$ cat config.mk
export PLATFORM = sky130hd
export DESIGN_NAME = booth_divider
export DESIGN_NICKNAME = d
export VERILOG_FILES = /design/src/rtl/div_pkg.sv /design/src/rtl/div_step.sv /design/src/rtl/booth_divider.sv
export SDC_FILE = /design/constraint.sdc
export NUM_CORES = 1
export LEC_CHECK = 0
export BUFFER_PORTS_ARGS = -buffer_cell sky130_fd_sc_hd__buf_2
export CORE_MARGIN = 3
export CORE_UTILIZATION = 50
export DETAILED_ROUTE_END_ITERATION = 7
export GPL_ROUTABILITY_DRIVEN = 0
export GPL_TIMING_DRIVEN = 0
export HOLD_SLACK_MARGIN = 0.1
export PLACE_DENSITY = 0.66
export RECOVER_POWER = 50
export SYNTH_ARGS = -nofsm -noshare
export SYNTH_HDL_FRONTEND = slang
export SYNTH_SLANG_ARGS = --single-unit
$ cat constraint.sdc
create_clock -name clk -period 5.9 [get_ports clk]
set_input_delay 0.295 -clock clk [delete_from_list [all_inputs] [get_ports clk]]
set_output_delay 0.295 -clock clk [all_outputs]
set_load 0.05 [all_outputs]
$ cat src/rtl/div_pkg.sv
// Shared types and constants for the sequential non-restoring divider.
package div_pkg;

   localparam int DIV_WIDTH = 32;

   // One quotient bit is produced per iteration.
   localparam int ITER_COUNT = DIV_WIDTH;

   // Quotient reported when the divisor is zero.
   localparam logic [DIV_WIDTH-1:0] DBZ_QUOTIENT = {DIV_WIDTH{1'b1}};

   typedef enum logic [1:0] {
      IDLE = 2'd0,
      CALC = 2'd1,
      FIX  = 2'd2,
      DONE = 2'd3
   } div_state_t;

endpackage

$ cat src/rtl/div_step.sv
// One non-restoring division iteration on magnitudes.
// The partial remainder is WIDTH+1 bits so that it can go negative and so
// that a divisor magnitude of 2**(WIDTH-1) stays representable.
module div_step #(
   parameter int WIDTH = 32
) (
   input  logic [WIDTH:0]   a,
   input  logic [WIDTH-1:0] qr,
   input  logic [WIDTH:0]   m,
   output logic [WIDTH:0]   a_next,
   output logic [WIDTH-1:0] qr_next
);

   logic [WIDTH:0] a_shift;

   // Shift {A,Qr} left, then subtract or add the divisor depending on the sign of A.
   always_comb begin
      a_shift = {a[WIDTH-1:0], qr[WIDTH-1]};
      // The shifted value may wrap modulo 2**(WIDTH+1); the sum lands back in
      // [-|M|, |M|) so the wrapped arithmetic still yields the exact result.
      a_next  = a[WIDTH] ? (a_shift + m) : (a_shift - m);
      qr_next = {qr[WIDTH-2:0], ~a_next[WIDTH]};
   end

endmodule

$ cat src/rtl/booth_divider.sv
// Sequential WIDTH-bit integer divider, one quotient bit per clock.
// Result is packed as {remainder, quotient} so it shares the multiplier's
// HI/LO writeback path. Quotient truncates toward zero and the remainder
// takes the sign of the dividend.
module booth_divider
   import div_pkg::*;
#(
   parameter int WIDTH = DIV_WIDTH
) (
   input  logic                 clk,
   input  logic                 rst_n,
   input  logic                 DIV,
   input  logic                 is_signed,
   input  logic [WIDTH-1:0]     Q,
   input  logic [WIDTH-1:0]     M,
   output logic [2*WIDTH-1:0]   P,
   output logic                 busy,
   output logic                 done,
   output logic                 div_by_zero
);

   localparam int CNT_W = $clog2(WIDTH);
   localparam logic [CNT_W-1:0] LAST_STEP = CNT_W'(WIDTH - 1);

   div_state_t       state;
   logic [CNT_W-1:0] cnt;
   logic [WIDTH:0]   a_reg;
   logic [WIDTH-1:0] qr_reg;
   logic [WIDTH:0]   m_abs_reg;
   logic             q_neg;
   logic             m_neg;

   logic             q_neg_in;
   logic             m_neg_in;
   logic [WIDTH-1:0] q_abs;
   logic [WIDTH-1:0] m_abs;
   logic [WIDTH:0]   a_next;
   logic [WIDTH-1:0] qr_next;
   logic [WIDTH-1:0] rem_lo;
   logic [WIDTH-1:0] rem_out;
   logic [WIDTH-1:0] quo_out;

   // Operand magnitudes and sign flags at acceptance; the most negative value
   // maps onto itself, which reads correctly as an unsigned magnitude.
   always_comb begin
      q_neg_in = is_signed & Q[WIDTH-1];
      m_neg_in = is_signed & M[WIDTH-1];
      q_abs    = q_neg_in ? -Q : Q;
      m_abs    = m_neg_in ? -M : M;
   end

   div_step #(.WIDTH(WIDTH)) u_step (
      .a       (a_reg),
      .qr      (qr_reg),
      .m       (m_abs_reg),
      .a_next  (a_next),
      .qr_next (qr_next)
   );

   // Final remainder restore and sign correction applied in FIX.
   always_comb begin
      rem_lo  = a_reg[WIDTH] ? (a_reg[WIDTH-1:0] + m_abs_reg[WIDTH-1:0])
                             : a_reg[WIDTH-1:0];
      rem_out = q_neg ? -rem_lo : rem_lo;
      quo_out = (q_neg ^ m_neg) ? -qr_reg : qr_reg;
   end

   // Control FSM, iteration datapath and registered outputs.
   // NOTE: every state register here uses <= so all updates see pre-edge values.
   always_ff @(posedge clk or negedge rst_n) begin
      if (!rst_n) begin
         state       <= IDLE;
         cnt         <= '0;
         a_reg       <= '0;
         qr_reg      <= '0;
         m_abs_reg   <= '0;
         q_neg       <= 1'b0;
         m_neg       <= 1'b0;
         P           <= '0;
         busy        <= 1'b0;
         done        <= 1'b0;
         div_by_zero <= 1'b0;
      end else begin
         case (state)
            IDLE, DONE: begin
               done <= 1'b0;
               if (DIV) begin
                  if (M == '0) begin
                     // Zero divisor skips iteration entirely.
                     P           <= {Q, DBZ_QUOTIENT[WIDTH-1:0]};
                     div_by_zero <= 1'b1;
                     done        <= 1'b1;
                     state       <= DONE;
                  end else begin
                     a_reg       <= '0;
                     qr_reg      <= q_abs;
                     m_abs_reg   <= {1'b0, m_abs};
                     q_neg       <= q_neg_in;
                     m_neg       <= m_neg_in;
                     cnt         <= '0;
                     busy        <= 1'b1;
                     div_by_zero <= 1'b0;
                     state       <= CALC;
                  end
               end else begin
                  state <= IDLE;
               end
            end
            CALC: begin
               a_reg  <= a_next;
               qr_reg <= qr_next;
               cnt    <= cnt + 1'b1;
               if (cnt == LAST_STEP) begin
                  state <= FIX;
               end
            end
            FIX: begin
               P     <= {rem_out, quo_out};
               done  <= 1'b1;
               busy  <= 1'b0;
               state <= DONE;
            end
            default: state <= IDLE;
         endcase
      end
   end

endmodule

After elaboration in Yosys (flattened, before gate mapping)
Cells that the tools add are included.

$add $sub $neg: 8. Multiply operators: 0. Div/mod/pow operators: 0. Order comparisons: 0. Eq/ne operators: 8. Shift-type cells: 0. Muxes and demuxes: 28. Bitwise logic cells: 5. Reduce and logical (&&, ||, !) cells: 10.

Operator list (count): 32-bit two-way mux (7); 64-bit two-way mux (2); 32-bit negation (4); 64-bit one-hot mux with 2 select lines (1); 33-bit two-way mux (3); 33-bit one-hot mux with 2 select lines (1); 32-bit one-hot mux with 2 select lines (1); 33-bit by 32-bit adder with 33-bit output (1); 33-bit by 32-bit subtractor with 33-bit output (1); 32-bit adder (1); 32-bit logical NOT (1); 3-bit AND reduction (4); 5-bit two-way mux (2); 5-bit one-hot mux with 2 select lines (1); 2-bit inequality test, second input constant (4); 2-bit two-way mux (3); 2-bit one-hot mux with 3 select lines (1); 5-bit by 1-bit adder with 5-bit output, second input constant (1); 5-bit equality test, second input constant (1); 2-bit equality test, second input constant (2); 1-bit two-way mux (4); 1-bit one-hot mux with 2 select lines (2); 2-bit nonzero test (2); 1-bit bitwise AND (2); other kinds (6) (7).

Bits in registers: 173. Bits in latches: 0. Memory bits (writable): 0. Bits in read-only memories: 0. Input port bits: 68. Output and inout bits: 67. Word-level logic and storage cells: 70. Memories: 0.

Longest topological paths before layout
Depth in word-level cells: 5. Depth in mapped cells: 21. Mapped depth without buffers: 19.

Hierarchy
Synthesis repeated with hierarchy kept, for this count alone.

Cell total of the unflattened synthesis: 1912. Area total of the unflattened synthesis: 14868.0 um^2.

By module, submodules not included: booth_divider (times used 1, cells each 1512, area each 12122.9 um^2, seq. area each 4329.2 um^2); div_step (times used 1, cells each 400, area each 2745.1 um^2, seq. area each 0.0 um^2).

Worst setup path before layout
No wires, ideal clock.

Path kind: flip-flop to flip-flop. Start: reg a_reg[32]. End: reg qr_reg[0]. Setup time: 0.146 ns. Arrival time: 4.893 ns. Required time: 5.754 ns. Setup slack: 0.861 ns. Cell stages (with the launch flop): 22. Buffers on the path: 7. Period minus slack after synthesis: 5.039 ns. Cell sequence: dfrtp_1 > clkbuf_1 > clkbuf_8 > clkbuf_8 > clkbuf_1 > clkbuf_8 > clkbuf_1 > buf_1 > nor2_1 > xor2_1 > ha_1 > nor2b_1 > o21ai_0 > a21oi_1 > o21a_1 > o211ai_1 > a31oi_1 > a211oi_1 > o21ai_0 > a221oi_1 > mux2i_1 > o311ai_0.

Cells in the longest elaborated chain, start to end: 3.

Ends and longest elaborated chain: start, declared (line booth_divider.sv:27) `logic [WIDTH:0] a_reg;`; start signal, assigned (line booth_divider.sv:110) `a_reg <= a_next;`; 33-bit two-way mux (line div_step.sv:21) `a_next = a[WIDTH] ? (a_shift + m) : (a_shift - m);`; 1-bit NOT (line div_step.sv:22) `qr_next = {qr[WIDTH-2:0], ~a_next[WIDTH]};`; 32-bit one-hot mux with 2 select lines (line booth_divider.sv:84) `case (state)`; end signal, assigned (line booth_divider.sv:96) `qr_reg <= q_abs;`; end signal, assigned (line booth_divider.sv:111) `qr_reg <= qr_next;`; end, declared (line booth_divider.sv:28) `logic [WIDTH-1:0] qr_reg;`.

Every way passes these cells. A chain may end at the register's enable or synchronous reset.

Worst setup path after layout
Start: reg a_reg[32]. End: reg a_reg[29].

Cells in the longest elaborated chain, start to end: 2.

Ends and longest elaborated chain (line): 33-bit two-way mux (div_step.sv:21); 33-bit one-hot mux with 2 select lines (booth_divider.sv:84).

Every way passes these cells.

==> results.ini <==
[outcome]
status = complete, but fails checks
violations = capacitance limit, slew limit

[pwr]
sequentialPowerShare = 0.215
vdd_ir_drop_max_mv = 0.260
p_per_area_nw_per_um2 = 674
switching_share = 0.552
p_sw_mw = 5.93
total_leakage_power_nw = 6.67
clockPowerShare = 0.116
comb_power_share = 0.668
internal_power_mw = 4.81

[logic_synthesis]
synth_cell_type_count = 81
yosysWarningCount = 0
yosysSeqAreaShare = 0.305
synthTopCellsByArea = dfrtp_1 31%, ha_1 6.4%, xor2_1 6.2%
synth_top_cell_area_share = 0.305
async_flop_share = 1.00
yosys.area.top_type = dfrtp_1
postSynthAreaPerCell_um2 = 8.02
syn_nets = 1912
synth_cells = 1769
synth-main-ff-cell = dfrtp_1
ys_seq_elements = 173
synth-edff-count = 0
netlist_area_um2 = 14200

[setup_path]
timing.rr.start = a_reg[32]
crit_top_cell = clkbuf_8
path_max_fanout = 19
timing.critical_path.buf_inv = 5
worstPathRequired_ps = 6210
cp_cell_sequence = clkbuf_2 > clkbuf_8 > clkbuf_8 > clkbuf_8 > clkbuf_1 > a31oi_1 > xor2_1 > ha_1 > a21o_1 > a21o_1 > a21oi_1 > nor2b_1 > a2111oi_1 > nor2_1 > o2111ai_1 > a21boi_0 > mux2i_1 > a2111oi_0 > o21ai_0
critPathKind = register to register
cpLargestDelayFamily = compound AO/OA/AOI/OAI gates
reg2regPathDepth = 19
r2r_end = a_reg[29]
cp_slowest_cell = a2111oi_1
slowest_delay_ps = 790
critPathArrivalTime_ps = 5900
crit_path_end_kind = register
startpoint_type = register
rrSetupSlack_ps = 310

[hold_path]
hold_end = m_abs_reg[31]
min_path_type = primary input to register
hold_depth = 3
min-delay-start = M[31]

[floorplan]
initial_core_util = 0.509
io_pins = 135
die_h_um = 174
die_area_um2 = 30400
core-area_um2 = 27900
num_rows = 61
die_w_um = 174

[global_route]
grt_pass1_vias = 13300
grt_max_degree = 110
grt_pass1_wl_um = 70900
antenna_found_initial = 1
gr-usage-all-layers = 0.292
overflow = 0

[routing]
drt_iter0_drc = 1068
drc_errors = 0
viasPerCell = 5.97
wl_met1_um = 19200
drt_pass1_iterations = 5
drt_wl_total_um = 45100
vias = 13800
highest-signal-layer = met4
dr_wl_met3_um = 3140
wl_met2_um = 21100
wl_per_cell_um = 19.5
antenna_left = 0

[clock_network]
cts_tree = built
cts.clk_slew.worst_paths_ps = 90
clockBufferDepth = 2
root_buffer = clkbuf_16
cts_made_buffers = 17
htreeDepth = 4
cts_setup_buffers = 0
worst_skew_pair.late_latency_ps = 460
clock-sinks = 173

[finish]
multi_input_area_um2 = 9260
seq_area_um2 = 4330
fillCellCount = 2695
drive_gt1_frac = 0.0759
largest_register_ffs = 64
fin_nets = 2066
fin_util = 0.572
insertedDiodeCount = 0
syn2layout_area_growth_pct = 12.3

[flow_run]
maxCapViolations = 3

[sta]
fin_crit_sh = 0.947
fin_skew_ps = 17.6
timing.fmax_mhz = 179
fin_crit_ps = 5590
slew_headroom = -1.28
tightest_slew_ps = 3430
finalSetupViolCount = 0
rsz0062_at_grt = false
drv_slew = 175
holdWs_ps = 131
hold_violations = 0

[placement]
hpwl_um = 35400
portBuffers = 133

power by group through the flow:
stage | Combinational (mW) | Clock [mW] | Sequential, mW
finish | 7.18 | 1.25 | 2.31
global route | 7.89 | 1.30 | 2.38
CTS | 7.15 | 1.25 | 2.29
detailed placement | 7.11 | 0 | 2.31
global placement | 6.97 | 0 | 2.29
floorplan | 4.77 | 0 | 2.76
how the worst max path moves through the flow:
stage                     cells past startpoint  slack (ps)   endpoint  startpoint
final                                        19         310  a_reg[29]   a_reg[32]
after global routing                         19           3  a_reg[29]   a_reg[32]
after CTS                                    19         100  a_reg[29]   a_reg[32]
after detailed placement                     21       -1470  qr_reg[0]   a_reg[32]
after global placement                       21       -1420  qr_reg[0]   a_reg[32]
after floorplan                              21         860  qr_reg[0]   a_reg[32]
per-layer routing:
layer	vias to the layer above	global-route usage
met1	6453	0.384
met3	101	0.0306
met4	0	0.110
met5	-	0
met2	552	0.498
li1	6715	-
cells by family after synthesis:
logic type / Yosys count / synth area share
buf+inv: 136 / 0.0431
compound gates: 581 / 0.254
flops: 173 / 0.305
xor+xnor: 190 / 0.117
mux: 37 / 0.0268
fa+ha+maj: 75 / 0.0672
simple gates: 577 / 0.187
cell usage after synthesis (8+ instances only):
cell	n
a31oi_1	52
or4_1	10
nand2_1	176
ha_1	73
o41ai_1	10
a21o_1	36
o21ai_1	8
nand4_1	13
nor4_1	19
nor3_1	47
mux2i_1	31
and3_1	14
nand2b_1	17
dfrtp_1	173
a21boi_0	9
inv_1	45
xor2_1	100
o21a_1	14
a21oi_1	170
o22ai_1	12
or3_1	17
xnor2_1	90
a211oi_1	10
nor2b_1	9
nor2_1	195
nand3_1	24
o21ai_0	153
nor3b_1	12
o211ai_1	8
clkbuf_1	71
and2_1	9
o31ai_1	29
worst reg2reg max path: stages (launching register included):
cell and delay, ps:
dfrtp_1 360, clkbuf_2 250, clkbuf_8 230, clkbuf_8 230, clkbuf_8 280, clkbuf_1 460
a31oi_1 110, xor2_1 170, ha_1 350, a21o_1 200, a21o_1 170, a21oi_1 170
nor2b_1 100, a2111oi_1 790, nor2_1 250, o2111ai_1 320, a21boi_0 230, mux2i_1 170
a2111oi_0 480, o21ai_0 140
layout by cell type (no fill, tap or decap), types with 8 or more instances in the layout:
cell type / n
nand3_1: 24
o22ai_1: 12
nor4_1: 19
nand2_1: 176
or3_1: 17
a21o_1: 36
xnor2_1: 90
a21boi_0: 9
o211ai_1: 8
mux2i_1: 30
nor2_1: 195
nor3b_1: 12
and3_1: 14
buf_2: 67
a211oi_1: 9
dfrtp_1: 173
and2_1: 9
o31ai_1: 29
clkbuf_16: 17
a31oi_1: 52
o41ai_1: 10
ha_1: 73
inv_1: 45
o21a_1: 14
o21ai_1: 8
nor3_1: 47
nand2b_1: 17
o21ai_0: 153
or4_1: 10
a21oi_1: 170
nor2b_1: 9
xor2_1: 100
nand4_1: 13
clkbuf_1: 136
timing repair:
item,CTS,global route
setup endpoints to repair,14,4
resized for setup,3,4
hold endpoints to repair,66,0
hold buffers,3,0
final cells by class:
cell class	instances	share of cell area
clock buffers	17	0.0267
inverters	46	0.0108
well taps	378	0.0297
clock inverters	15	0.0135
multi-input cells	1460	0.581
flip-flops and latches	173	0.272
plain buffers	88	0.0273
repair buffers	137	0.0388
stage by stage:
stage          instances  power (mW)  instance area [um^2]  setup TNS (ps)  worst slack, ps
2_1_floorplan       1769        7.53                 14200               0              861
3_3_place_gp        2280        9.26                 15300           -7660            -1420
3_5_place_dp        2281        9.42                 15400           -7520            -1470
4_1_cts             2314        10.7                 16000               0             96.7
5_1_grt             2314        11.6                 15900               0             2.69
6_report            2314        10.7                 15900               0              313
Power figures use the tool's default switching activity.
